$ cat src/rtl/wb_pkg.sv
// Shared types for the register writeback stage.
// Register address/data widths, FIFO entry and arbiter states.
package wb_pkg;

  localparam int REG_AW = 5;
  localparam int XLEN   = 32;

  typedef struct packed {
    logic [REG_AW-1:0] rd;
    logic [XLEN-1:0]   data;
  } wb_entry_t;

  typedef enum logic [0:0] {
    ALU_PRI = 1'b0,
    DRAIN   = 1'b1
  } arb_state_e;

  function automatic logic [XLEN-1:0] rd_bit(
    input logic [REG_AW-1:0] rd
  );
    logic [XLEN-1:0] m;
    m = '0;
    if (rd != '0) m[rd] = 1'b1;
    return m;
  endfunction

endpackage

$ cat src/rtl/wb_if.sv
// Writeback bundle: ALU result, load handshake, register-file port.
// The stage itself uses the slave modport.
interface wb_if;
  import wb_pkg::*;

  logic              alu_valid;
  logic [REG_AW-1:0] alu_rd;
  logic [XLEN-1:0]   alu_data;
  logic              alu_stall;

  logic              ld_valid;
  logic              ld_ready;
  logic [REG_AW-1:0] ld_rd;
  logic [XLEN-1:0]   ld_data;

  logic              RegWrite;
  logic [REG_AW-1:0] WriteAddr;
  logic [XLEN-1:0]   WriteData;

  modport master (
    output alu_valid, alu_rd, alu_data,
    output ld_valid, ld_rd, ld_data,
    input  alu_stall, ld_ready,
    input  RegWrite, WriteAddr, WriteData
  );

  modport slave (
    input  alu_valid, alu_rd, alu_data,
    input  ld_valid, ld_rd, ld_data,
    output alu_stall, ld_ready,
    output RegWrite, WriteAddr, WriteData
  );

endinterface

$ cat src/rtl/wb_fifo.sv
// Synchronous FIFO of writeback entries (load/mul results).
// WB_PENDING_EN adds rd_mask: destinations of all held entries.
module wb_fifo
  import wb_pkg::*;
#(
  parameter int DEPTH = 2
) (
  input  logic      clk,
  input  logic      rst_n,
  input  logic      push,
  input  logic      pop,
  input  wb_entry_t din,
  output wb_entry_t head,
  output logic      full,
  output logic      empty
`ifdef WB_PENDING_EN
  ,
  output logic [XLEN-1:0] rd_mask
`endif
);

  localparam int AW = $clog2(DEPTH);

  wb_entry_t    mem [DEPTH];
  logic [AW:0]  wp;
  logic [AW:0]  rp;
  logic         do_push;
  logic         do_pop;

  assign empty = (wp == rp);
  assign full  = (wp[AW] != rp[AW]) &&
                 (wp[AW-1:0] == rp[AW-1:0]);

  assign do_push = push && !full;
  assign do_pop  = pop && !empty;

  assign head = mem[rp[AW-1:0]];

  always_ff @(posedge clk or negedge rst_n) begin
    if (!rst_n) begin
      wp <= '0;
      rp <= '0;
    end else begin
      if (do_push) wp <= wp + (AW+1)'(1);
      if (do_pop)  rp <= rp + (AW+1)'(1);
    end
  end

  always_ff @(posedge clk) begin
    if (do_push) mem[wp[AW-1:0]] <= din;
  end

`ifdef WB_PENDING_EN
  logic [AW:0] cnt;
  logic [AW:0] idx;

  assign cnt = wp - rp;

  always_comb begin
    rd_mask = '0;
    idx     = '0;
    for (int i = 0; i < DEPTH; i++) begin
      idx = rp + (AW+1)'(i);
      if ((AW+1)'(i) < cnt)
        rd_mask = rd_mask |
                  rd_bit(mem[idx[AW-1:0]].rd);
    end
  end
`endif

endmodule

$ cat src/rtl/reg_writeback.sv
// Writeback arbiter: ALU results vs. buffered load results.
// Optional WB_PENDING_EN exposes pend_mask of in-flight writes.
module reg_writeback
  import wb_pkg::*;
#(
  parameter int STARVE_LIMIT = 4,
  parameter int FIFO_DEPTH   = 2
) (
  input  logic            clk,
  input  logic            rst_n,
  wb_if.slave             wb
`ifdef WB_PENDING_EN
  ,
  output logic [XLEN-1:0] pend_mask
`endif
);

  localparam int CW = $clog2(STARVE_LIMIT + 1);

  arb_state_e        state;
  arb_state_e        state_d;
  logic [CW-1:0]     cnt;
  logic [CW-1:0]     cnt_d;

  wb_entry_t         ld_in;
  wb_entry_t         head;
  wb_entry_t         win;
  logic              full;
  logic              empty;
  logic              drain;
  logic              alu_win;
  logic              fifo_win;
  logic              any_win;

  logic              wr_en;
  logic [REG_AW-1:0] wr_addr;
  logic [XLEN-1:0]   wr_data;

  assign ld_in.rd   = wb.ld_rd;
  assign ld_in.data = wb.ld_data;

`ifdef WB_PENDING_EN
  logic [XLEN-1:0] fifo_mask;
`endif

  wb_fifo #(
    .DEPTH (FIFO_DEPTH)
  ) u_fifo (
    .clk   (clk),
    .rst_n (rst_n),
    .push  (wb.ld_valid),
    .pop   (fifo_win),
    .din   (ld_in),
    .head  (head),
    .full  (full),
    .empty (empty)
`ifdef WB_PENDING_EN
    ,
    .rd_mask (fifo_mask)
`endif
  );

  assign drain    = (state == DRAIN);
  assign alu_win  = !drain && wb.alu_valid;
  assign fifo_win = !empty &&
                    (drain || !wb.alu_valid);
  assign any_win  = alu_win || fifo_win;

  // ld_ready depends only on FIFO pointers
  assign wb.ld_ready  = !full;
  assign wb.alu_stall = drain && wb.alu_valid;

  always_comb begin
    win = head;
    if (alu_win) begin
      win.rd   = wb.alu_rd;
      win.data = wb.alu_data;
    end
  end

  // Starvation counts ALU wins over a waiting load
  always_comb begin
    cnt_d   = cnt;
    state_d = state;
    unique case (state)
      DRAIN: begin
        cnt_d   = '0;
        state_d = ALU_PRI;
      end
      default: begin
        if (empty || fifo_win) begin
          cnt_d = '0;
        end else if (alu_win) begin
          cnt_d = cnt + CW'(1);
          if (cnt_d == CW'(STARVE_LIMIT))
            state_d = DRAIN;
        end
      end
    endcase
  end

  always_ff @(posedge clk or negedge rst_n) begin
    if (!rst_n) begin
      state <= ALU_PRI;
      cnt   <= '0;
    end else begin
      state <= state_d;
      cnt   <= cnt_d;
    end
  end

  always_ff @(posedge clk or negedge rst_n) begin
    if (!rst_n) begin
      wr_en   <= 1'b0;
      wr_addr <= '0;
      wr_data <= '0;
    end else begin
      wr_en <= any_win && (win.rd != '0);
      if (any_win) begin
        wr_addr <= win.rd;
        wr_data <= win.data;
      end
    end
  end

  assign wb.RegWrite  = wr_en;
  assign wb.WriteAddr = wr_addr;
  assign wb.WriteData = wr_data;

`ifdef WB_PENDING_EN
  assign pend_mask = fifo_mask |
                     (wr_en ? rd_bit(wr_addr) : '0);
`endif

endmodule

$ cat src/flat_wrapper.sv
// flat-port wrapper written by rule: the top's interface ports become plain ports
module reg_writeback_flat import wb_pkg::*;
#(
  parameter int STARVE_LIMIT = 4,
  parameter int FIFO_DEPTH   = 2
)
  (clk, rst_n, wb_alu_valid, wb_alu_rd, wb_alu_data, wb_ld_valid, wb_ld_rd, wb_ld_data, wb_alu_stall, wb_ld_ready, wb_RegWrite, wb_WriteAddr, wb_WriteData);
  wb_if wb_i ();
  input  logic clk;
  input  logic rst_n;
  input wire logic [$bits(wb_i.alu_valid)-1:0] wb_alu_valid;
  input wire logic [$bits(wb_i.alu_rd)-1:0] wb_alu_rd;
  input wire logic [$bits(wb_i.alu_data)-1:0] wb_alu_data;
  input wire logic [$bits(wb_i.ld_valid)-1:0] wb_ld_valid;
  input wire logic [$bits(wb_i.ld_rd)-1:0] wb_ld_rd;
  input wire logic [$bits(wb_i.ld_data)-1:0] wb_ld_data;
  output wire logic [$bits(wb_i.alu_stall)-1:0] wb_alu_stall;
  output wire logic [$bits(wb_i.ld_ready)-1:0] wb_ld_ready;
  output wire logic [$bits(wb_i.RegWrite)-1:0] wb_RegWrite;
  output wire logic [$bits(wb_i.WriteAddr)-1:0] wb_WriteAddr;
  output wire logic [$bits(wb_i.WriteData)-1:0] wb_WriteData;
  assign wb_i.alu_valid = wb_alu_valid;
  assign wb_i.alu_rd = wb_alu_rd;
  assign wb_i.alu_data = wb_alu_data;
  assign wb_i.ld_valid = wb_ld_valid;
  assign wb_i.ld_rd = wb_ld_rd;
  assign wb_i.ld_data = wb_ld_data;
  assign wb_alu_stall = wb_i.alu_stall;
  assign wb_ld_ready = wb_i.ld_ready;
  assign wb_RegWrite = wb_i.RegWrite;
  assign wb_WriteAddr = wb_i.WriteAddr;
  assign wb_WriteData = wb_i.WriteData;
  reg_writeback #(.STARVE_LIMIT(STARVE_LIMIT), .FIFO_DEPTH(FIFO_DEPTH)) u_core (.clk(clk), .rst_n(rst_n), .wb(wb_i));
endmodule
$ cat config.mk
export PLATFORM = sky130hd
export DESIGN_NAME = reg_writeback_flat
export DESIGN_NICKNAME = d
export VERILOG_FILES = /design/src/rtl/wb_pkg.sv /design/src/rtl/wb_if.sv /design/src/rtl/wb_fifo.sv /design/src/rtl/reg_writeback.sv /design/src/flat_wrapper.sv
export SDC_FILE = /design/constraint.sdc
export NUM_CORES = 1
export LEC_CHECK = 0
export CORE_MARGIN = 3
export CORE_UTILIZATION = 53
export DETAILED_ROUTE_END_ITERATION = 10
export GPL_TIMING_DRIVEN = 0
export HOLD_SLACK_MARGIN = 0.03
export PLACE_DENSITY = 0.85
export SLEW_MARGIN = 10
export SYNTH_ARGS = -nofsm -noshare
export SYNTH_HDL_FRONTEND = slang
export SYNTH_SLANG_ARGS = --single-unit
$ cat constraint.sdc
create_clock -name clk -period 7.1 [get_ports clk]
set_clock_uncertainty 0.1 [all_clocks]
set_input_delay 2.13 -clock clk [delete_from_list [all_inputs] [get_ports clk]]
set_output_delay 2.13 -clock clk [all_outputs]
set_load 0.005 [all_outputs]
* Yosys cells after proc, flatten, opt, wreduce, memory -nomap -nowiden
Memories as Yosys holds them, arrays and structs flattened. Index checks and enable logic that the tools add are counted.
Word-level totals: input port bits 78, bits in latches 0, output and inout bits 40, memories 1, flip-flop bits (word level) 46, ROM bits 0, logic and storage cells 41, RAM bits 74
Memories:
- u_core.u_fifo.mem | words 2, bits a word 37, rd ports 1, clocked after Yosys merged registers in 0, write ports 1, line wb_fifo.sv:24 | wb_entry_t mem [DEPTH];
Operators by class: shift-type cells 0, bitwise logic cells 0, add/sub/neg operators 3, reduce and logical (&&, ||, !) cells 16, multipliers 0, order comparisons 0, mux-type cells 10, divide/modulo/power cells 0, equality and inequality tests 4
Operators with widths (number):
- $mux 37 | 1
- $mux 3 | 3
- $logic_and 1x1->1 | 7
- $mux 1 | 6
- $reduce_bool 5->1 | 1
- $add 2x1->2 const B | 2
- $logic_not 1->1 | 4
- $add 3x1->3 const B | 1
- $eq 3x3->1 const B | 1
- $logic_or 1x1->1 | 3
- $reduce_bool 3->1 | 1
- $eq 2x2->1 | 1
- $eq 1x1->1 | 1
- $ne 1x1->1 | 1

* Logic depth before layout (Yosys ltp)
Gate-level depths: netlist of run 1.
word-level depth 6, mapped depth 7, depth with buffers taken out 4

* Modules after synthesis
A second synthesis of run 1 with hierarchy kept.
Unflattened totals: cells, all modules 326, area total of the unflattened synthesis 4903.5 µm²
Modules (own cells, without submodules):
- wb_fifo | cells an instance 143, times used 1, sequential area each 2322.2 µm², area each 2961.6 µm²
- reg_writeback | cells an instance 183, times used 1, sequential area each 1051.0 µm², area each 1941.9 µm²

* Worst setup path before layout of run 1
OpenSTA, ideal clock, no wires.
kind input port to output port, from input port wb_alu_valid, to output port wb_alu_stall, cell stages on the path 1, data arrival time 2.273 ns, data required time 4.870 ns, slack 2.597 ns, path buffers 0, cell sequence and2_1
On the way: longest elaborated chain between the ends 1
RTL lines:
- from (decl) | line flat_wrapper.sv:11 | input wire logic [$bits(wb_i.alu_valid)-1:0] wb_alu_valid;
- $logic_and 1x1->1 | line reg_writeback.sv:71 | assign wb.alu_stall = drain && wb.alu_valid;
- to (decl) | line flat_wrapper.sv:17 | output wire logic [$bits(wb_i.alu_stall)-1:0] wb_alu_stall;
No other way between the ends.

* Worst setup path after layout of run 1
Same ends and word-level chain as after synthesis.

==> results.yml, run 1 <==
worst_hold_path:
  hold_depth: 1
  hold_end: "u_core.cnt[0]"
  hold_start: "u_core.cnt[0]"
  hold_class: "reg2reg"
floorplanning:
  fp.dieW_microns: 101.5
  pin_count: 118
  start_util_pct: 54.90
  die-area_sq_um: 10300
  coreArea_sq_um: 8806
  die_y_microns: 101.5
  rows: 34
clock_network:
  root_buffer: "clkbuf_8"
  cts_hold_buf: 0
  clk_pin_slew_worst_paths_ns: 0.05
  cts_buffer_depth: 2
  clk-insertion-delay-late_ns: 0.50
  cts.sinks: 120
  htreeDepth: 4
  numCtsBuffers: 17
  post_cts_resize_count: 0
  post_cts_buffers: 0
  cts_tree: "done"
placed_design:
  hpwl_microns: 7778
  io_buffers: 117
  gp_congestion: 0.7575
  dp.cells: 584
synth:
  syn_inst: 356
  postSynthAreaPerCell_sq_um: 13.58
  seq_area_frac_synth_pct: 69.77
  ys_types: 29
  ys_seq_elements: 120
  synth.area.top_cells: "edfxtp_1 (46%), dfrtp_1 (24%), mux2i_1 (7.7%)"
  synth_top_area_share_pct: 45.96
  yosysTopAreaCell: "edfxtp_1"
  yosysWarnings: 0
  syn-cell-area_sq_um: 4835
  synth_nets: 436
grt:
  grt_pass1_wl_microns: 17560
  grt_usage_pct: 22.81
  overflow: 0
  grt_max_degree: 30
  grt_antenna_before_repair: 0
  grt_pass1_vias: 3661
detailed_routing:
  initialDrtViolationCount: 174
  drt-total-wl_microns: 11100
  drc_errors: 0
  routedWlPerCell_microns: 18.02
  postRouteAntennaNets: 0
  firstDrtPassIters: 4
  vias: 3321
  viasPerCell: 5.391
pwr:
  p_int_w: 0.002139
  combinationalPowerShare_pct: 33.8
  power_density_nw_per_um2: 446.9
  peakVddDrop_v: 0.0002320
  p_seq_share_pct: 37.2
  p_sw_share_pct: 29.76
  leakage_nw: 2.671
  clkPwrFrac_pct: 29.0
  netSwitchingPower_w: 0.0009061
  p_total_w: 0.003045
finish:
  multi_input_area_sq_um: 1303
  areaGrowthSynthToFinish_pct: 40.92
  n_antenna_cell: 0
  drive_gt1_share_pct: 12.01
  regArea_sq_um: 3373
  utilization_pct: 77.37
  nNetsFinal: 575
  final-instance-count-excl-fill: 616
  nFillCells: 514
  layout_commonest_cell: "clkdlybuf4s50_1"
  layout_common_cells: "clkdlybuf4s50_1 (116), edfxtp_1 (74), dfrtp_1 (46)"
setup_path:
  cp_slowest_stage_delay_ns: 0.49
  rr_endpoint: "u_core.u_fifo.mem[0][0]"
  endpoint_kind: "output pin"
  cpMostUsedCell: "clkdlybuf4s50_1"
  crit_type: "in2out"
  cp_slowest_cell: "clkdlybuf4s50_1"
  startpoint_type: "input port"
  cp_max_fo: 3
  r2r_slack_ns: 4.98
  crit_arrival_ns: 3.24
  timing.rr.start: "u_core.u_fifo.wp[0]"
  rr_worst_depth: 6
  path_cells: "clkdlybuf4s50_1 > and2_1 > clkdlybuf4s50_1"
  required_ns: 4.87
flow_run:
  maxCapViolCount: 0
timing:
  maxSlewHeadroom_pct: 61.96
  fmax_mhz: 182.9
  tightest_slew_ns: 0.5706
  finalSetupViolations: 0
  slew_viol_final: 0
  min_period_ns: 5.468
  hold_violations: 0
  holdWs_ns: 0.3470
  finalSetupTns_ns: 0
  fin_crit_sh_pct: 77.01
  rsz0062_at_grt: "no"
run_status:
  outcome: "completed"
## worst max-delay path: cells and delay by family
kind | cells | cell delay, ns
buf+inv | 2 | 0.98
simple gates | 1 | 0.13
## layer usage
layer / vias to the layer above / wire length, microns / track usage (%)
li1: 1543 / - / -
met1: 1625 / 4367 / 27.26
met2: 139 / 5826 / 39.74
met3: 14 / 745 / 5.785
met4: 0 / 162 / 8.793
met5: - / 0 / 0
## power by group through the flow
stage	Clock, W	Sequential [W]	Combinational [W]
6_report	0.000883	0.00113	0.00103
5_1_grt	0.000923	0.00116	0.00112
4_1_cts	0.000889	0.00113	0.00104
3_5_place_dp	0	0.00114	0.00104
3_3_place_gp	0	0.00114	0.000971
2_1_floorplan	0	0.00114	0.000556
## flip-flops by register name (all words and copies together) (netlist names)
name / count
u_core.cnt: 3
u_core.wb.WriteAddr: 5
u_core.wb.RegWrite: 1
u_core.wb.WriteData: 32
u_core.u_fifo.mem: 74
u_core.u_fifo.wp: 2
u_core.u_fifo.rp: 2
u_core.drain: 1
## Yosys cell counts (all sizes together)
cell type and number:
inv 1, edfxtp 74, clkbuf 7, a311oi 1
ha 2, and2 3, nand2 38, mux2i 37
o21ai 38, xnor2 1, mux2 3, nor2b 1
nor2 41, and3 2, nor3 2, buf 16
nand2b 2, a21oi 36, a31oi 2, dfrtp 46
xor2 3
## cell families after synthesis
family / share of synthesized area, %
flops: 69.77
compound gates: 9.006
fa+ha+maj: 0.5175
buf+inv: 3.468
mux: 8.359
simple gates: 7.609
xor+xnor: 1.268
## worst max-delay path by stage
stage,start,endpoint,cells after the start
6_report,wb_alu_valid,wb_alu_stall,3
3_5_place_dp,wb_alu_valid,wb_alu_stall,3
4_1_cts,wb_alu_valid,wb_alu_stall,3
2_1_floorplan,wb_alu_valid,wb_alu_stall,1
3_3_place_gp,wb_ld_valid,u_core.u_fifo.mem[0][6],3
5_1_grt,wb_alu_valid,wb_alu_stall,3
## per-stage QoR
step,area (sq um),setup WS (ns)
floorplan,4835,2.597
global placement,6141,1.430
detailed placement,6205,1.633
CTS,6813,1.629
global route,6813,1.601
finish,6813,1.632
## layout make-up
class	instances	area share, %
plain buffers	23	2.406
clock buffers	21	6.299
clock inverters	11	2.626
inverters	1	0.05510
multi-input cells	212	19.12
flip-flops and latches	120	49.51
well taps	108	1.983
repair buffers	120	18.00
No activity file was read; power rests on OpenSTA's default activity.
==> inputs of run 2 (changes only) <==
- CORE_UTILIZATION: 53 -> 49
- PLACE_DENSITY: 0.85 -> 0.79
- clock period: 7.1 -> 5.2 ns (I/O delays scaled with it)
==> run 2 against run 1 <==
Against the previous run: critical path type unchanged; highest routed layer unchanged; final cell count up 3.4%; largest power group unchanged; flip-flop and latch count unchanged; worst hold slack worse by 0.0078 ns.
==> results.yml, run 2 (same netlist as run 1, synthesis figures left out) <==
run_status:
  outcome: "completed"
clock_network:
  htreeDepth: 4
  numCtsBuffers: 17
  clk-insertion-delay-late_ns: 0.50
  cts_buffer_depth: 2
  post_cts_buffers: 0
  cts_tree: "done"
  cts_hold_buf: 0
  cts.sinks: 120
  clk_pin_slew_worst_paths_ns: 0.05
  root_buffer: "clkbuf_8"
  post_cts_resize_count: 0
timing:
  maxSlewHeadroom_pct: 55.33
  holdWs_ns: 0.3392
  min_period_ns: 4.357
  hold_violations: 0
  slew_viol_final: 0
  tightest_slew_ns: 0.6685
  rsz0062_at_grt: "no"
  finalSetupTns_ns: 0
  fin_crit_sh_pct: 83.78
  finalSetupViolations: 0
  fmax_mhz: 229.5
finish:
  n_antenna_cell: 0
  nNetsFinal: 575
  areaGrowthSynthToFinish_pct: 41.46
  final_area_sq_um: 6839
  final-instance-count-excl-fill: 637
  layout_commonest_cell: "clkdlybuf4s50_1"
  largest_reg_flops: 74
  drive_gt1_share_pct: 13.39
  layout_common_cells: "clkdlybuf4s50_1 (116), edfxtp_1 (74), dfrtp_1 (46)"
grt:
  overflow: 0
  grt_antenna_before_repair: 0
  grt_max_degree: 27
  grt_usage_pct: 21.38
  grt_pass1_wl_microns: 18260
  grt_pass1_vias: 3604
detailed_routing:
  drt-total-wl_microns: 11290
  postRouteAntennaNets: 0
  initialDrtViolationCount: 144
  routedWlPerCell_microns: 17.73
  drc_errors: 0
  firstDrtPassIters: 4
  vias: 3328
  viasPerCell: 5.224
flow_run:
  maxCapViolCount: 0
floorplanning:
  die-area_sq_um: 11090
  coreArea_sq_um: 9415
  fp.dieW_microns: 105.3
  rows: 35
  pin_count: 118
  start_util_pct: 51.35
  die_y_microns: 105.3
setup_path:
  cp_slowest_stage_delay_ns: 0.51
  startpoint_type: "input port"
  cpMostUsedCell: "clkdlybuf4s50_1"
  crit_family: "buffers and inverters"
  cp_max_fo: 3
  required_ns: 3.54
  cp_slowest_cell: "clkdlybuf4s50_1"
  path_cells: "clkdlybuf4s50_1 > and2_1 > clkdlybuf4s50_1"
  crit_arrival_ns: 2.70
  crit_type: "in2out"
  endpoint_kind: "output pin"
  path_buf_inv: 2
  timing.rr.start: "u_core.u_fifo.rp[0]"
  crit_path_start: "wb_alu_valid"
worst_hold_path:
  hold_start: "u_core.cnt[0]"
  hold_class: "reg2reg"
placed_design:
  hpwl_microns: 7680
  dpl_cell_area_sq_um: 6238
  gp_congestion: 0.7782
  dp.cells: 605
  io_buffers: 117
pwr:
  peakVddDrop_v: 0.0002727
  power_density_nw_per_um2: 605.2
  p_total_w: 0.004139
  leakage_nw: 2.662
## run 2: worst register-to-register path: stages, from the launching register on
cell and delay [ns]:
dfrtp_1 0.38, buf_6 0.15, xor2_4 0.23, nand2b_1 0.20, nand2_1 0.14, nor2_4 0.54
buf_16 0.24
## run 2: final timing paths
check / endpoint / slack [ns] / depth (start not counted)
setup / recovery: wb_alu_stall / 0.84 / 3
hold / removal: u_core.cnt[0] / 0.34 / 1
max in group asynchronous: u_core.wb.WriteAddr[4] / 3.54 / 2
setup reg to reg: u_core.u_fifo.mem[0][8] / 2.92 / 6
min in group asynchronous: u_core.wb.WriteAddr[1] / 0.94 / 1
hold reg to reg: u_core.cnt[0] / 0.34 / 1
## run 2: metrics by stage
stage          utilization, %  setup slack [ns]
2_1_floorplan               -             1.474
3_3_place_gp            65.50           0.03048
3_5_place_dp            66.26            0.8582
4_1_cts                 72.64            0.8499
5_1_grt                 72.64            0.8383
6_report                72.64            0.8433
## run 2: area by class of cell
type	instances	area (sq um)
flip-flops and latches	120	3373
fillers	643	2576
multi-input cells	212	1303
repair buffers	120	1234
clock buffers	18	427.9
clock inverters	14	172.7
plain buffers	23	163.9
well taps	129	161.4
inverters	1	3.754
## run 2: routing by layer
metal | up-vias | track usage, % | part of all wire [%]
met5 | - | 0 | 0
met4 | 0 | 8.810 | 1.7
met3 | 18 | 4.654 | 6.3
met2 | 129 | 36.11 | 52
met1 | 1633 | 26.75 | 40
li1 | 1548 | - | -
## run 2: power by group
group	switching [W]	internal [W]
Sequential	0.000140	0.00140
Combinational	0.000723	0.000703
Clock	0.000424	0.000745
Total	0.00129	0.00285
